## src/rtl/edge_detect_multi.sv

```systemverilog
// edge_detect_multi: per-channel synchroniser, glitch filter and edge qualifier with pulse/sticky/overflow flags and one irq.
// Latency: data_in settling before edge 1 gives evt_pulse high after edge SYNC_STAGES+filt_len+1; irq follows flags combinationally.
// No backpressure: events are never stalled; a repeat event on an already-set sticky flag is recorded as overflow.
module edge_detect_multi #(
  parameter int WIDTH       = 8,
  parameter int SYNC_STAGES = 2,
  parameter int FILT_W      = 4
) (
  input  logic                 clk,
  input  logic                 rst_n,
  input  logic [WIDTH-1:0]     data_in,
  input  logic [2*WIDTH-1:0]   mode,
  input  logic [FILT_W-1:0]    filt_len,
  input  logic [WIDTH-1:0]     clr,
  input  logic [WIDTH-1:0]     irq_en,
  output logic [WIDTH-1:0]     evt_pulse,
  output logic [WIDTH-1:0]     evt_sticky,
  output logic [WIDTH-1:0]     overflow,
  output logic                 irq
);

  logic [SYNC_STAGES-1:0][WIDTH-1:0] sync_q, sync_d;
  logic [WIDTH-1:0]                  filt_q, filt_d;
  logic [WIDTH-1:0][FILT_W-1:0]      cnt_q, cnt_d;
  logic [WIDTH-1:0]                  evt_pulse_q, evt_pulse_d;
  logic [WIDTH-1:0]                  evt_sticky_q, evt_sticky_d;
  logic [WIDTH-1:0]                  overflow_q, overflow_d;
  logic [WIDTH-1:0]                  sync_out;
  logic [WIDTH-1:0]                  trans;
  logic [WIDTH-1:0]                  qual;

  assign sync_out = sync_q[SYNC_STAGES-1];

  // Shift raw inputs one stage deeper into the synchroniser chain each cycle.
  always_comb begin
    sync_d    = sync_q;
    sync_d[0] = data_in;
    for (int k = 1; k < SYNC_STAGES; k++) begin
      sync_d[k] = sync_q[k-1];
    end
  end

  // Glitch filter: accept a new level only after it has persisted filt_len+1 cycles.
  // The >= compare lets a lowered filt_len take effect mid-count without wrapping.
  always_comb begin
    filt_d = filt_q;
    cnt_d  = cnt_q;
    trans  = '0;
    for (int i = 0; i < WIDTH; i++) begin
      if (sync_out[i] == filt_q[i]) begin
        cnt_d[i] = '0;
      end else if (cnt_q[i] >= filt_len) begin
        filt_d[i] = sync_out[i];
        cnt_d[i]  = '0;
        trans[i]  = 1'b1;
      end else begin
        cnt_d[i] = cnt_q[i] + FILT_W'(1);
      end
    end
  end

  // Qualify accepted transitions by per-channel mode and update pulse/sticky/overflow.
  // Filtered state tracks even in mode 00 so enabling later never sees a stale level.
  always_comb begin
    qual = '0;
    for (int i = 0; i < WIDTH; i++) begin
      qual[i] = trans[i] & (filt_d[i] ? mode[2*i] : mode[2*i+1]);
    end
    evt_pulse_d  = qual;
    evt_sticky_d = (evt_sticky_q & ~clr) | qual;
    overflow_d   = ~clr & (overflow_q | (qual & evt_sticky_q));
  end

  // State registers; reset discards synchroniser, filter and flags immediately.
  always_ff @(posedge clk or negedge rst_n) begin
    if (!rst_n) begin
      sync_q       <= '0;
      filt_q       <= '0;
      cnt_q        <= '0;
      evt_pulse_q  <= '0;
      evt_sticky_q <= '0;
      overflow_q   <= '0;
    end else begin
      sync_q       <= sync_d;
      filt_q       <= filt_d;
      cnt_q        <= cnt_d;
      evt_pulse_q  <= evt_pulse_d;
      evt_sticky_q <= evt_sticky_d;
      overflow_q   <= overflow_d;
    end
  end

  assign evt_pulse  = evt_pulse_q;
  assign evt_sticky = evt_sticky_q;
  assign overflow   = overflow_q;
  assign irq        = |(evt_sticky_q & irq_en);

endmodule

```

## config.mk

```make
export PLATFORM = sky130hd
export DESIGN_NAME = edge_detect_multi
export DESIGN_NICKNAME = d
export VERILOG_FILES = /design/src/rtl/edge_detect_multi.sv
export SDC_FILE = /design/constraint.sdc
export NUM_CORES = 1
export LEC_CHECK = 0
export ABC_AREA = 1
export CORE_MARGIN = 4
export CORE_UTILIZATION = 48
export DETAILED_ROUTE_END_ITERATION = 8
export PLACE_DENSITY_LB_ADDON = 0.05
export SLEW_MARGIN = 10
export SYNTH_ARGS = -nofsm -noshare
export SYNTH_HDL_FRONTEND = slang
export SYNTH_SLANG_ARGS = --single-unit
```

## constraint.sdc

```tcl
create_clock -name clk -period 1.5 [get_ports clk]
set_input_delay 0.375 -clock clk [delete_from_list [all_inputs] [get_ports clk]]
set_output_delay 0.375 -clock clk [all_outputs]
set_load 0.02 [all_outputs]
```

=== Word level (Yosys, flattened, before mapping) ===
Cells that the tools add are included.

* Register bits after elaboration: 80
* Bits of input ports: 46
* Output and inout bits: 25

* Add/subtract/negate cells: 8
* Order comparisons: 8
* Equal/unequal tests: 8
* Mux-type cells: 56
* Bitwise gates (word level): 15
* Reductions and logical operators: 1

{| class="wikitable"
|+ Operators by type and width
! kind !! number
|-
| $mux W4 || 16
|-
| $mux W1 || 40
|-
| $add A4 B1 Y4 const B || 8
|-
| $and A8 B8 Y8 || 4
|-
| $ge A4 B4 Y1 || 8
|-
| $or A8 B8 Y8 || 2
|-
| $and A1 B1 Y1 || 8
|-
| $eq A1 B1 Y1 || 8
|-
| $not A8 Y8 || 1
|-
| $reduce_or A8 Y1 || 1
|}

=== Depth between registers and ports, before layout ===
* Depth after elaboration: 8
* Mapped depth: 12

=== Least setup slack after synthesis ===
OpenSTA, ideal clock, no wires.

* Kind: input -> register
* Start: in filt_len[3]
* End: reg evt_sticky_q[5], in the netlist evt_sticky[5]
* Data arrival time: 1.456 ns
* Required time: 1.382 ns
* Slack: -0.074 ns
* Stages on the path: 8
* Cell sequence: inv_1 ha_1 a21oi_2 nand4_1 nand3_2 nand2_2 nand2_2 o21ai_2

* Longest elaborated chain between the ends: 6

{| class="wikitable"
|+ Ends and longest elaborated chain
! element !! line !! source
|-
| start: declaration || 13 || <nowiki>input logic [FILT_W-1:0] filt_len,</nowiki>
|-
| $ge A4 B4 Y1 * || 52 || <nowiki>end else if (cnt_q[i] >= filt_len) begin</nowiki>
|-
| $mux W1 || 52 ||
|-
| $mux W1 || 50 || <nowiki>if (sync_out[i] == filt_q[i]) begin</nowiki>
|-
| $mux W1 || 67 || <nowiki>qual[i] = trans[i] & (filt_d[i] ? mode[2*i] : mode[2*i+1]);</nowiki>
|-
| $and A1 B1 Y1 * || 67 ||
|-
| $or A8 B8 Y8 * || 70 || <nowiki>evt_sticky_d = (evt_sticky_q & ~clr) | qual;</nowiki>
|-
| named net evt_sticky_d[5] || 26 || <nowiki>logic [WIDTH-1:0] evt_sticky_q, evt_sticky_d;</nowiki>
|-
| end signal: assignment || 88 || <nowiki>evt_sticky_q <= evt_sticky_d;</nowiki>
|-
| end: declaration || 26 ||
|}

The timed path passes the listed nets; every way through them passes the cells marked *.

=== Worst setup path after layout ===
* Start: in irq_en[1]
* End: out irq

* Longest elaborated chain between the ends: 2

{| class="wikitable"
|+ Ends and longest elaborated chain
! element !! line !! source
|-
| start: declaration || 15 || <nowiki>input logic [WIDTH-1:0] irq_en,</nowiki>
|-
| $and A8 B8 Y8 || 96 || <nowiki>assign irq = |(evt_sticky_q & irq_en);</nowiki>
|-
| $reduce_or A8 Y1 || 96 ||
|-
| end: declaration || 19 || <nowiki>output logic irq</nowiki>
|}

Every way passes these cells.

==> impl_results.md <==
* Library cells used by synthesis at 23
* Syn Area/Cell at 9.49 um2
* Compound-cell area share of the yosys netlist at 4.08%
* Initial Util at about half
* Critical path endpoint category: output port
* Fmax at 580 MHz
* DRC Markers at 0
* RSZ-0062 raised after global routing: yes
* Final Net Count at 671
* Placed cell areas at 5370 um2
* Cell area power density at 1370 nW/um2
* CTS root buf: clkbuf_8
* Die width at 102 um
* Top_reg_cell synth: dfrtp_1
* Hold crit path type: reg -> reg
* Most common cell on crit path: nand2_1
* First-pass DRT Iterations at 4
* Worst setup SP type: input port
* Largest vdd supply drop at between 600 and 700 uV
* Worst-path fanout max at 1
* Worst setup path category: in -> out
* Clk pin slew, worst setup/hold paths at around 0.080 ns
* EDFF count, synth at 0
* Status: finished with violations
* Final WL at 9.33 mm
* Core box area at 8640 um2
* Largest cells by area after synthesis: dfrtp_1 47%, ha_1 12%, nand2_1 6.5%
* Synth warnings at 0
* Final-report hold violation count at 0
* Yosys reg bits at 80
* Initial antenna violation count at 0
* Post-synthesis sequential area ratio at 47.3%
* Mux cell area share after synthesis at 0%
* Final period utilization at 115%
* Io pins at 71
* Largest area contributor in the netlist: dfrtp_1
* Antenna diodes at 0
* Routed vias at 3428
* Wirelength per Cell at 13.4 um
* Max-Cap Viols at 0
* Synth top area share at 47.3%
* Adder-cell share of the synthesized area at a little under an eighth
* Port bufs at 70
* Most common cell in the synthesized netlist: dfrtp_1
* Largest family of logic cells by synthesized area: simple AND/OR/NAND/NOR gates
* Largest net degree at the start of global routing at 33
* Final TNS setup at -0.225 ns
* TritonCTS clock tree: yes
* Layout cells sized above 1 at 37.3%
* Worst Path Arrival at ~1.4 ns
* Iteration-0 DRC Markers at 49
* Asr flop ratio synth at between 90% and 100%
* Setup ws final at -0.225 ns
* Die Span Y at 102 um
* Fin util at 72.3%
* Synthesized Nets at 532
* TritonCTS sink count at 80
* Final setup viols at 1
* Post-layout instance area at roughly 6200 um2
* Die ar. at 10400 um2
* Worst-Margin Slew at 0.459 ns
* Vias per inst at roughly 5
* Longest Clk Path Bufs at 2
* Post-layout minimum cycle time at between 1.5 and 2 ns
* Xor and xnor fraction of the mapped netlist area at around 4.6%
* Total CTS buffers at 9
* CP required at 1.12 ns
* Synth Area in Simple Gates at 24.9%
* Mapped Area at about 4200 um2
* Post-DRT Antenna Nets at 0
* Pleak at 3.28 nW
* Slew headroom at 69.2%
* Most frequent cells after synthesis: 80 x dfrtp_1, 73 x nand2_1, 70 x inv_1
* Worst path cell trace: clkdlybuf4s50_1 > nand2_1 > nand2_2 > a221oi_2 > nand2_1 > buf_6
* Failing checks: negative setup slack
* Gate Count Post-Synth at 446
* Worst-Skew Late Latency at 0.35 ns
* Detailed Place HPWL at 6.36 mm
* Vias in the first global route at 3294
* CP max stage delay at 0.39 ns
* Max Slew Vio Count at 0
* H-tree depth at 3
* Final clock skew at 0.00589 ns
* Critical path's slowest cell: clkdlybuf4s50_1
* Grt ovf at 0
* Layout area overhead at 47.5%
* FP Rows at 34
* GPL Wtd Cong at between 0.7 and 0.8
* Global Route Usage Sum at 18.0%
* First-pass GRT wire length at about 15 mm
-- metrics by stage --
stage	setup WS (ns)	hold slack, ns	cells	power, mW
6_report	-0.225	0.353	698	8.53
5_1_grt	-0.307	0.358	698	9.17
4_1_cts	-0.233	0.355	684	8.14
3_5_place_dp	-0.812	0.290	661	6.23
3_3_place_gp	-0.745	0.290	661	6.13
2_1_floorplan	-0.0741	0.0794	446	4.89
-- cell usage in the layout (no fill, tap or decap), types with 2 or more instances in the layout --
| cell type | n |
|---|---|
| xnor2_1 | 16 |
| dlygate4sd2_1 | 17 |
| xor2_1 | 6 |
| o21bai_1 | 2 |
| nor3b_1 | 3 |
| a21oi_2 | 4 |
| a21oi_4 | 4 |
| ha_1 | 20 |
| nor3_1 | 20 |
| nor4_2 | 2 |
| inv_4 | 3 |
| dlymetal6s2s_1 | 2 |
| inv_2 | 16 |
| bufinv_16 | 2 |
| nand2_4 | 9 |
| clkdlybuf4s50_1 | 38 |
| nand3_4 | 4 |
| dfrtp_1 | 79 |
| buf_12 | 5 |
| inv_6 | 2 |
| clkinvlp_4 | 4 |
| nand2_1 | 52 |
| nor2_1 | 22 |
| nand4_1 | 16 |
| nand3_2 | 24 |
| o21bai_2 | 2 |
| o21ai_2 | 5 |
| clkbuf_8 | 10 |
| nand2_2 | 32 |
| a221oi_2 | 2 |
| buf_2 | 10 |
| ha_4 | 20 |
| inv_1 | 61 |
| buf_4 | 49 |
| buf_6 | 6 |
| nor3_2 | 2 |
| o21ai_1 | 3 |
| nand3_1 | 12 |
-- area by class of cell --
type | count | area [um2]
well taps | 108 | 135
clock inverters | 6 | 90.1
flip-flops and latches | 80 | 2000
repair buffers | 128 | 1150
inverters | 83 | 330
clock buffers | 10 | 138
fillers | 627 | 2390
multi-input cells | 283 | 2400
-- timing repair --
| action | 4_1_cts | 5_1_grt |
|---|---|---|
| setup endpoints to repair | 89 | 54 |
| buffers inserted | 6 | 14 |
| hold endpoints to repair | 19 | 0 |
| hold buffers | 1 | 0 |
| pin swaps | 19 | 47 |
| resized for setup | 97 | 64 |
-- power by group --
group / total, mW / switching, mW / leakage [nW] / internal [mW]
sequential: 2.96 / 0.367 / 1.05 / 2.59
combinational: 3.78 / 1.97 / 2.12 / 1.81
clock: 1.79 / 0.802 / 0.113 / 0.991
total: 8.53 / 3.14 / 3.28 / 5.39
-- state kept, by name, summed over array words and instances (netlist names) --
register and flops:
cnt_q 32, evt_pulse 8, evt_sticky 8, filt_q 8, overflow 8, sync_d 8, sync_out 8
-- kinds of logic (layout without fill, tap and decap cells) --
logic type | after synthesis | count (layout)
adder cells (fa/ha/maj) | 40 | 40
AO/OA/AOI/OAI | 22 | 22
AND/OR/NAND/NOR | 199 | 199
XOR/XNOR | 22 | 22
flip-flops | 80 | 80
buffers and inverters | 83 | 227
-- final timing paths --
kind / start / to / depth (start not counted) / slack, ns
setup reg to reg: cnt_q[17] / evt_sticky[4] / 8 / 0.01
hold / removal: sync_d[14] / sync_out[6] / 0 / 0.35
min in group asynchronous: rst_n / evt_pulse[7] / 2 / 0.45
setup / recovery: irq_en[1] / irq / 6 / -0.22
max in group asynchronous: rst_n / cnt_q[13] / 3 / 0.57
hold reg to reg: sync_d[14] / sync_out[6] / 0 / 0.35
-- metal layers --
layer	part of all wire, %	up-vias	GRT usage, %
met3	5.1	10	4.23
met4	1.0	0	5.15
met5	0	-	0
li1	-	1721	-
met1	44	1632	23.3
met2	50	65	30.4
-- worst max-delay path: cells and delay by family --
kind,cells,cell delay (ns)
buffers and inverters,2,0.53
and+or+nand+nor,3,0.28
AOI/OAI and AO/OA,1,0.16
(Power assumes the default switching activity.)
